## config.mk

```make
export PLATFORM = sky130hd
export DESIGN_NAME = pwm_fade_ctrl
export DESIGN_NICKNAME = d
export VERILOG_FILES = /design/src/rtl/pwm_fade_pkg.sv /design/src/rtl/btn_debounce.sv /design/src/rtl/pwm_fade_ctrl.sv
export SDC_FILE = /design/constraint.sdc
export NUM_CORES = 1
export LEC_CHECK = 0
export CAP_MARGIN = 20
export CORE_MARGIN = 2
export CORE_UTILIZATION = 60
export CTS_CLUSTER_DIAMETER = 60
export DETAILED_ROUTE_END_ITERATION = 12
export GPL_ROUTABILITY_DRIVEN = 0
export PLACE_DENSITY = 0.79
export SLEW_MARGIN = 15
export SYNTH_ARGS = -nofsm -noshare
export SYNTH_HDL_FRONTEND = slang
export SYNTH_SLANG_ARGS = --single-unit
```

## constraint.sdc

```tcl
create_clock -name io_in -period 2.5 [get_ports io_in]
set_clock_uncertainty 0.05 [all_clocks]
set_input_delay 0.625 -clock io_in [delete_from_list [all_inputs] [get_ports io_in]]
set_output_delay 0.625 -clock io_in [all_outputs]
set_load 0.01 [all_outputs]
```

## src/rtl/pwm_fade_pkg.sv

```systemverilog
// pwm_fade_pkg: shared state/mode encodings and duty constants for the PWM fader
package pwm_fade_pkg;

    typedef enum logic [2:0] {
        ST_IDLE,
        ST_RAMP_UP,
        ST_HOLD_HI,
        ST_RAMP_DN,
        ST_HOLD_LO
    } state_t;

    typedef enum logic [1:0] {
        MODE_TRIANGLE,
        MODE_SAWTOOTH,
        MODE_BLINK,
        MODE_FIXED_HALF
    } mode_t;

    localparam logic [6:0] DUTY_MAX   = 7'd127;
    localparam logic [6:0] DUTY_HALF  = 7'd63;
    localparam int         PWM_PERIOD = 128;

    function automatic mode_t next_mode(input mode_t m);
        return mode_t'(m + 2'd1);
    endfunction

endpackage

```

## src/rtl/btn_debounce.sv

```systemverilog
// btn_debounce: turns a bouncing active-high button into a single one-cycle press pulse
module btn_debounce
    import pwm_fade_pkg::*;
#(
    parameter logic [11:0] DEB_LEN = 12'h1FF
) (
    input  logic i_clk,
    input  logic i_rst,
    input  logic i_raw,
    output logic o_pulse
);

    logic [11:0] r_cnt;
    logic        r_sat;
    logic        r_pulse;

    // count consecutive high cycles; pulse once on the cycle after the count first saturates
    always_ff @(posedge i_clk or posedge i_rst) begin
        if (i_rst) begin
            r_cnt   <= 12'd0;
            r_sat   <= 1'b0;
            r_pulse <= 1'b0;
        end else begin
            r_cnt   <= !i_raw ? 12'd0 : (r_cnt == DEB_LEN) ? r_cnt : r_cnt + 12'd1;
            r_sat   <= (r_cnt == DEB_LEN);
            r_pulse <= (r_cnt == DEB_LEN) && !r_sat;
        end
    end

    assign o_pulse = r_pulse;

endmodule

```

## src/rtl/pwm_fade_ctrl.sv

```systemverilog
// pwm_fade_ctrl: button-driven LED fade sequencer feeding a 128-step period-aligned PWM
module pwm_fade_ctrl
    import pwm_fade_pkg::*;
#(
    parameter logic [11:0] STEP_DIV   = 12'd98,
    parameter logic [7:0]  HOLD_STEPS = 8'd32,
    parameter logic [11:0] DEB_LEN    = 12'h1FF
) (
    input  logic [7:0] io_in,
    output logic [7:0] io_out
);

    logic        w_clk;
    logic        w_rst;
    logic        w_mode_pulse;
    logic        w_run_pulse;
    logic        w_tick;
    logic        w_hold_done;
    logic        w_unused;
    mode_t       w_mode_eff;
    mode_t       r_mode;
    state_t      r_state;
    state_t      w_state;
    logic        r_running;
    logic        w_running;
    logic [6:0]  r_duty_next;
    logic [6:0]  w_duty_next;
    logic [6:0]  r_duty_active;
    logic [6:0]  r_cnt;
    logic [11:0] r_pre;
    logic [11:0] w_pre;
    logic [7:0]  r_hold;
    logic [7:0]  w_hold;
    logic        r_pwm;

    assign w_clk    = io_in[0];
    assign w_rst    = io_in[1];
    assign w_unused = &{1'b0, io_in[7:4]};

    btn_debounce #(.DEB_LEN(DEB_LEN)) u_deb_mode (
        .i_clk  (w_clk),
        .i_rst  (w_rst),
        .i_raw  (io_in[2]),
        .o_pulse(w_mode_pulse)
    );

    btn_debounce #(.DEB_LEN(DEB_LEN)) u_deb_run (
        .i_clk  (w_clk),
        .i_rst  (w_rst),
        .i_raw  (io_in[3]),
        .o_pulse(w_run_pulse)
    );

    assign w_tick      = r_running && (r_pre == STEP_DIV - 12'd1);
    assign w_hold_done = (r_hold == HOLD_STEPS - 8'd1);
    // mode only advances in IDLE, and a start on the same cycle sees the advanced mode
    assign w_mode_eff  = (r_state == ST_IDLE && w_mode_pulse) ? next_mode(r_mode) : r_mode;

    // sequencer next state, duty target, hold and prescaler counters
    always_comb begin
        w_state     = r_state;
        w_running   = r_running;
        w_duty_next = r_duty_next;
        w_hold      = r_hold;
        w_pre       = (w_tick || !r_running) ? 12'd0 : r_pre + 12'd1;
        if (r_state == ST_IDLE) begin
            if (w_run_pulse) begin
                w_running = 1'b1;
                w_pre     = 12'd0;
                w_hold    = 8'd0;
                w_state   = (w_mode_eff == MODE_BLINK || w_mode_eff == MODE_FIXED_HALF) ? ST_HOLD_HI : ST_RAMP_UP;
                if (w_mode_eff == MODE_BLINK) w_duty_next = DUTY_MAX;
                if (w_mode_eff == MODE_FIXED_HALF) w_duty_next = DUTY_HALF;
            end
        end else if (w_run_pulse) begin
            w_running = 1'b0;
            w_state   = ST_IDLE;
            w_pre     = 12'd0;
        end else if (w_tick) begin
            case (r_state)
                ST_RAMP_UP: begin
                    w_duty_next = (r_duty_next == DUTY_MAX) ? DUTY_MAX : r_duty_next + 7'd1;
                    if (r_duty_next >= DUTY_MAX - 7'd1) begin
                        w_state = ST_HOLD_HI;
                        w_hold  = 8'd0;
                    end
                end
                ST_RAMP_DN: begin
                    w_duty_next = (r_duty_next == 7'd0) ? 7'd0 : r_duty_next - 7'd1;
                    if (r_duty_next <= 7'd1) begin
                        w_state = ST_HOLD_LO;
                        w_hold  = 8'd0;
                    end
                end
                ST_HOLD_HI: begin
                    if (r_mode != MODE_FIXED_HALF) begin
                        w_hold = w_hold_done ? 8'd0 : r_hold + 8'd1;
                        if (w_hold_done) begin
                            w_state = (r_mode == MODE_TRIANGLE) ? ST_RAMP_DN : ST_HOLD_LO;
                            if (r_mode != MODE_TRIANGLE) w_duty_next = 7'd0;
                        end
                    end
                end
                ST_HOLD_LO: begin
                    w_hold = w_hold_done ? 8'd0 : r_hold + 8'd1;
                    if (w_hold_done) begin
                        w_state = (r_mode == MODE_BLINK) ? ST_HOLD_HI : ST_RAMP_UP;
                        if (r_mode == MODE_BLINK) w_duty_next = DUTY_MAX;
                    end
                end
                default: ;
            endcase
        end
    end

    // sequencer state register
    always_ff @(posedge w_clk or posedge w_rst) begin
        if (w_rst) r_state <= ST_IDLE;
        else r_state <= w_state;
    end

    // mode, run flag, duty, counters and PWM output; duty_active swaps only at period end
    always_ff @(posedge w_clk or posedge w_rst) begin
        if (w_rst) begin
            r_mode        <= MODE_TRIANGLE;
            r_running     <= 1'b0;
            r_duty_next   <= DUTY_HALF;
            r_duty_active <= DUTY_HALF;
            r_cnt         <= 7'd0;
            r_pre         <= 12'd0;
            r_hold        <= 8'd0;
            r_pwm         <= 1'b0;
        end else begin
            r_mode      <= w_mode_eff;
            r_running   <= w_running;
            r_duty_next <= w_duty_next;
            r_pre       <= w_pre;
            r_hold      <= w_hold;
            r_cnt       <= r_cnt + 7'd1;
            if (r_cnt == 7'(PWM_PERIOD - 1)) r_duty_active <= r_duty_next;
            r_pwm       <= r_cnt < r_duty_active;
        end
    end

    assign io_out = {2'b00, r_mode, r_running, r_duty_active == 7'd0, r_duty_active == DUTY_MAX, r_pwm};

endmodule

```

==> flow_summary.yaml, run 1 <==
status:
  result_of_the_run: "finished, violations left"
  violations: "negative hold slack"
worst_setup_path:
  worstPathRequired_ns: 1.82
  worst-path-max-fanout: 4
  crit_arrival_ns: 1.76
  worst_setup_path_end_kind: "output port"
  r2r_start: "r_duty_next[0]"
  worst-setup-path-type: "flip-flop to output port"
  worstSetupStartpointType: "flip-flop"
  cpPeakStageDelay_ns: 0.50
  r2r.worst_path.cells: 7
  crit_slowest_cell: "or4_1"
  r2r_setup_slack_ns: 0.12
  path_cells: "or4_1 > nor4_1 > dlygate4sd1_1"
  reg2reg_to: "r_duty_next[5]"
synthesis:
  postSynthRegisterBits: 76
  synth_enable_flop_cells: 0
  ys_seq_area_frac: 0.436
  yosys.cell_types.count: 74
  syn_avg_cell_area_um2: 9.90
  asyncSetResetFlopFracSynth: 1.00
  post_synth_inst_count: 444
  netlist_area_mm2: 0.00440
  synth_flop_cell: "dfrtp_1"
  yosysWarningCount: 0
global_routing:
  grt_start_max_net_pins: 14
  globalRouteTotalUtil: 0.322
  grt_first_pass_wirelength_um: 18500
  first_global_vias: 4536
  antenna_found_initial: 0
  overflow_after_grt: 0
cts:
  insertion_delay_ns: 0.35
  post-cts-setup-buffers: 0
  worst_setup_hold_path_clk_slew_ns: 0.08
  cts_tree: "built"
cells_and_area:
  drive_above_1_share: 0.289
  layout.filler_cells: 432
  final_common_cell: "clkinvlp_4"
  final_net_count: 581
  layout.cells.most_common_list: "77 x clkinvlp_4, 64 x dfrtp_1, 38 x nor2_1, 30 x nand2_1"
  finalCoreUtilization: 0.807
  register_area_mm2: 0.00192
  n_antenna_cell: 0
  area_of_the_multi_input_gates_mm2: 0.00229
  final_cell_count_no_fill: 667
  flow.area_growth_from_synthesis_pct: 31.6
  postLayoutCellArea_mm2: 0.00579
sta:
  maxSlewHeadroom: 0.632
  number_of_failing_hold_endpoints_at_the_final_stage: 11
  setup-tns-final_ns: 0
  unrepaired_setup_endpoints_after_global_routing: "no"
  hold_slack_ns: -0.0402
  drv_slew: 0
  final.min_clock_period_ns: 2.43
  fin_crit_sh: 0.972
  tightest_slew_ns: 0.538
  max_freq_mhz: 411
  setup_viol: 0
die:
  fp.coreArea_mm2: 0.00718
  die_height_um: 89.6
  ios: 16
  die_area_mm2: 0.00803
  placementRows: 31
  fp.dieW_um: 89.6
  start_util: 0.613
route:
  drt.antenna.violating_nets: 0
  via_count: 4047
  number_of_drc_violations_after_detailed_routing_iteration_0: 472
  detailedRoute.firstPassIterationCount: 6
  drcViolationCount: 0
  wirelength_um: 11200
  avgViaCountPerCell: 6.07
  route.detailed.wl_per_inst_um: 16.8
run:
  drv_cap: 0
power:
  peak_supply_drop_mv: 0.667
  leakage_nw: 2.44
  powerDensity_mw_per_mm2: 1020
place:
  detailedPlacementHpwl_um: 5890
  io_buffers: 6
  placedCellCount: 541
  dpl-instance-area_mm2: 0.00455
min_path:
  whs_endpoint: "u_deb_run.r_cnt[7]"
  worst_hold_startpoint: "io_in[3]"
  hp-class: "clock port to flip-flop"
  min_path_cells: 3
==> repair_timing <==
| action | 4_1_cts | 5_1_grt |
|---|---|---|
| hold buffers | 0 | 0 |
| gates resized for setup | 1 | 3 |
| setup endpoints to repair | 1 | 2 |
| gates cloned | 0 | 0 |
==> metrics by stage <==
stage	setup WS [ns]	power, W
2_1_floorplan	0.356	0.00188
3_3_place_gp	0.170	0.00185
3_5_place_dp	0.141	0.00185
4_1_cts	0.0125	0.00600
5_1_grt	0.00219	0.00633
6_report	0.0695	0.00588
==> how the worst max path moves through the flow <==
stage	endpoint	startpoint	slack (ns)	cells after the start
after floorplan	r_cnt[0]	io_in[1]	0.36	1
after global placement	io_out[2]	r_duty_active[6]	0.17	3
after detailed placement	io_out[2]	r_duty_active[6]	0.14	3
after CTS	io_out[1]	r_duty_active[1]	0.01	3
after global routing	io_out[2]	r_duty_active[6]	0.002	3
final	io_out[2]	r_duty_active[6]	0.07	3
==> worst max-delay path: cells and delay by family, from the launching register on <==
family,cells,cell delay (ns)
AND/OR/NAND/NOR,2,0.70
flip-flops,1,0.42
buffers and inverters,1,0.29
==> kinds of logic after synthesis <==
group | share of synthesized area
XOR/XNOR | 0.0694
AND/OR/NAND/NOR | 0.199
other | 0.000853
multiplexers | 0.0225
adder cells (fa/ha/maj) | 0.0541
flip-flops | 0.436
buffers and inverters | 0.0430
AO/OA/AOI/OAI | 0.175
==> report_power, final <==
group	internal [W]	switching, W
combinational	0	0.00000133
clock	0.00189	0.00269
sequential	0.00129	0
total	0.00318	0.00269
==> layout make-up <==
cell class / instances / share of cell area
clock inverter: 97 / 0.145
timing repair buffer: 15 / 0.0223
inverter: 21 / 0.0136
tap: 99 / 0.0214
clock buffer: 31 / 0.0703
multi-input combinational: 328 / 0.396
sequential: 76 / 0.331
==> Yosys cell counts (3+ instances only) <==
cell       number  share of area
dfrtp_1        64           0.36
nor2_1         38          0.032
nand2_1        30          0.026
inv_1          23          0.020
o21ai_0        22          0.025
nand3_1        20          0.023
ha_1           19          0.054
xnor2_1        17          0.034
xor2_1         16          0.032
nor3_1         14          0.016
dfstp_2        12          0.072
and2_1         11          0.016
a21oi_1         9          0.010
and3_1          8          0.011
nand4_1         8          0.011
o31ai_1         7          0.012
buf_4           6          0.010
clkbuf_1        6         0.0051
mux2_2          6          0.015
o22ai_1         6         0.0085
a211oi_1        5         0.0085
a31oi_1         5         0.0071
nor4_1          5         0.0071
or3_1           5         0.0071
a21o_1          4         0.0068
buf_2           4         0.0046
nand2b_1        4         0.0057
o2111ai_1       4         0.0080
and4_1          3         0.0060
nor2b_1         3         0.0043
o211ai_1        3         0.0051
o41ai_2         3          0.011
or4_1           3         0.0051
==> state kept, by name (all words and copies together) (netlist names), 2 cells and up <==
name              flops
r_cnt                 7
u_deb_mode.r_cnt     12
r_duty_active         7
r_mode                2
r_pre                12
r_hold                8
r_state               3
u_deb_run.r_cnt      12
r_duty_next           7
==> layer usage <==
metal  up-vias  track usage  wire length, µm
met2       204        0.424             5380
met1      1957        0.331             4500
met3        44        0.214              971
met5         -      0.00649                0
li1       1842            -                -
met4         0        0.319              376
No activity file was read; power rests on OpenSTA's default activity.
==> inputs of run 2 (changes only) <==
--- a/config.mk
+++ b/config.mk
@@ -12,6 +12,7 @@
 export DETAILED_ROUTE_END_ITERATION = 12
 export GPL_ROUTABILITY_DRIVEN = 0
 export PLACE_DENSITY = 0.79
+export RECOVER_POWER = 50
 export SLEW_MARGIN = 15
 export SYNTH_ARGS = -nofsm -noshare
 export SYNTH_HDL_FRONTEND = slang
==> run 2 against run 1 <==
- the flow finishes with violations (negative hold slack, max-capacitance violations, max-slew violations)
- global-route usage unchanged
- sequential share of layout area up 0.68 points
- sequential power about the same
- worst setup slack improved by 0.0067 ns
- wire length barely moved
- register-to-register slack better by 0.02 ns
- fmax rose by 0.28%
- total power fell by 4.7%
- clock power is 5.9% lower
- critical path type unchanged
==> flow_summary.yaml, run 2 (synthesized netlist as in run 1, its figures left out) <==
cells_and_area:
  drive_above_1_share: 0.271
  final_net_count: 581
  layout.filler_cells: 450
  final_common_cell: "clkinvlp_4"
  largestRegisters: "r_pre (12), u_deb_mode.r_cnt (12), u_deb_run.r_cnt (12)"
  flow.area_growth_from_synthesis_pct: 29.0
  layout.cells.most_common_list: "67 x clkinvlp_4, 64 x dfrtp_1, 38 x nor2_1, 30 x nand2_1, 29 x inv_1"
sta:
  number_of_failing_hold_endpoints_at_the_final_stage: 10
  unrepaired_setup_endpoints_after_global_routing: "no"
  hold_slack_ns: -0.0390
  maxSlewHeadroom: -0.0402
  drv_slew: 23
  tightest_slew_ns: 1.56
  setup_viol: 0
  final.min_clock_period_ns: 2.42
  fin_crit_sh: 0.970
  max_freq_mhz: 413
  setup-tns-final_ns: 0
worst_setup_path:
  worstSetupStartpointType: "flip-flop"
  path_buf_inv: 1
  crit_arrival_ns: 1.75
  worstPathRequired_ns: 1.82
  worst-setup-path-type: "flip-flop to output port"
  crit_slowest_cell: "or4_1"
  worst_setup_path_end_kind: "output port"
  critical-path-top-delay-family: "simple AND/OR/NAND/NOR gates"
  r2r_setup_slack_ns: 0.14
  r2r.worst_path.cells: 7
  path_cells: "or4_1 > nor4_1 > dlygate4sd1_1"
  worst-path-max-fanout: 4
  worst-path-stages: 3
  cpPeakStageDelay_ns: 0.50
global_routing:
  overflow_after_grt: 0
  grt_start_max_net_pins: 14
  grt_first_pass_wirelength_um: 18500
  first_global_vias: 4536
  antenna_found_initial: 0
  globalRouteTotalUtil: 0.322
cts:
  postCtsHoldBufs: 0
  post-cts-setup-buffers: 0
  insertion_delay_ns: 0.35
  worst_setup_hold_path_clk_slew_ns: 0.08
  cts_tree: "built"
power:
  power.net_switching_w: 0.00261
  internal_power_w: 0.00299
  total_power_w: 0.00560
  seq_power_share: 0.229
  leakage_nw: 2.38
  combinationalPowerShare: 0
  switching_share: 0.467
  powerDensity_mw_per_mm2: 988
  peak_supply_drop_mv: 0.606
  power.clock.fraction: 0.770
route:
  detailedRoute.firstPassIterationCount: 6
  route.detailed.wl_per_inst_um: 16.8
  drcViolationCount: 0
  wirelength_um: 11200
  avgViaCountPerCell: 6.03
  drt.antenna.violating_nets: 0
  via_count: 4026
  number_of_drc_violations_after_detailed_routing_iteration_0: 532
die:
  start_util: 0.613
  die_height_um: 89.6
  fp.dieW_um: 89.6
  ios: 16
  placementRows: 31
  die_area_mm2: 0.00803
  fp.coreArea_mm2: 0.00718
status:
  result_of_the_run: "finished, violations left"
  violations: "negative hold slack, max-capacitance violations, max-slew violations"
min_path:
  min_path_cells: 3
  hp-class: "clock port to flip-flop"
place:
  io_buffers: 6
  detailedPlacementHpwl_um: 5890
run:
  drv_cap: 2
[run 2: area by class of cell]
type	count	area, µm²	area share
diodes	1	2.50	0.000441
clock buffers	31	317	0.0558
clock inverters	97	813	0.143
inverters	21	78.8	0.0139
multi-input cells	328	2290	0.404
flip-flops and latches	76	1920	0.338
well taps	99	124	0.0218
repair buffers	15	129	0.0227
[run 2: path summary, 6_finish.rpt]
kind                             startpoint                  to
setup / recovery           r_duty_active[6]           io_out[2]
hold / removal                     io_in[3]  u_deb_run.r_cnt[7]
setup reg to reg             r_duty_next[0]      r_duty_next[5]
hold reg to reg            u_deb_mode.r_sat  u_deb_mode.o_pulse
max in group asynchronous          io_in[1]      r_duty_next[1]
min in group asynchronous          io_in[1]           r_hold[7]
[run 2: timing repair]
item	CTS	global route
hold endpoints to repair	0	0
cloned	0	0
setup endpoints to repair	1	2
gates resized for setup	1	3
pin swaps	0	0
[run 2: power by group through the flow]
stage | registers, W | logic (W) | clock network (W)
final | 0.00129 | 0.00000133 | 0.00432
after floorplan | 0.00132 | 0.00000362 | 0.000552
after global placement | 0.00132 | 0.00000130 | 0.000525
after CTS | 0.00129 | 0.00000130 | 0.00471
after global routing | 0.00129 | 0.00000174 | 0.00478
after detailed placement | 0.00132 | 0.00000130 | 0.000525
[run 2: worst min-delay path, cell delays in order]
cell and delay, ns:
clkbuf_8 0.11, clkbuf_8 0.11, and2_1 0.10
[run 2: routing by layer]
metal,global-route usage,up-vias,part of all wire
met3,0.214,44,0.085
met2,0.424,206,0.48
li1,-,1837,-
met5,0.00649,-,0
met1,0.331,1939,0.41
met4,0.319,0,0.029
[run 2: metrics by stage]
stage          utilization  cells  worst slack, ns  cell area (µm²)
2_1_floorplan            -    445            0.356             4400
3_5_place_dp         0.635    541            0.141             4550
6_report             0.790    668           0.0762             5670
5_1_grt              0.790    667          0.00219             5670
3_3_place_gp         0.635    541            0.170             4550
4_1_cts              0.806    667           0.0125             5790
==> inputs of run 3 (changes only) <==
--- a/config.mk
+++ b/config.mk
@@ -8,7 +8,6 @@
 export CAP_MARGIN = 20
 export CORE_MARGIN = 2
 export CORE_UTILIZATION = 60
-export CTS_CLUSTER_DIAMETER = 60
 export DETAILED_ROUTE_END_ITERATION = 12
 export GPL_ROUTABILITY_DRIVEN = 0
 export PLACE_DENSITY = 0.79
==> results of run 3 <==
The final DEF is identical to that of run 2; final timing and power are the same.
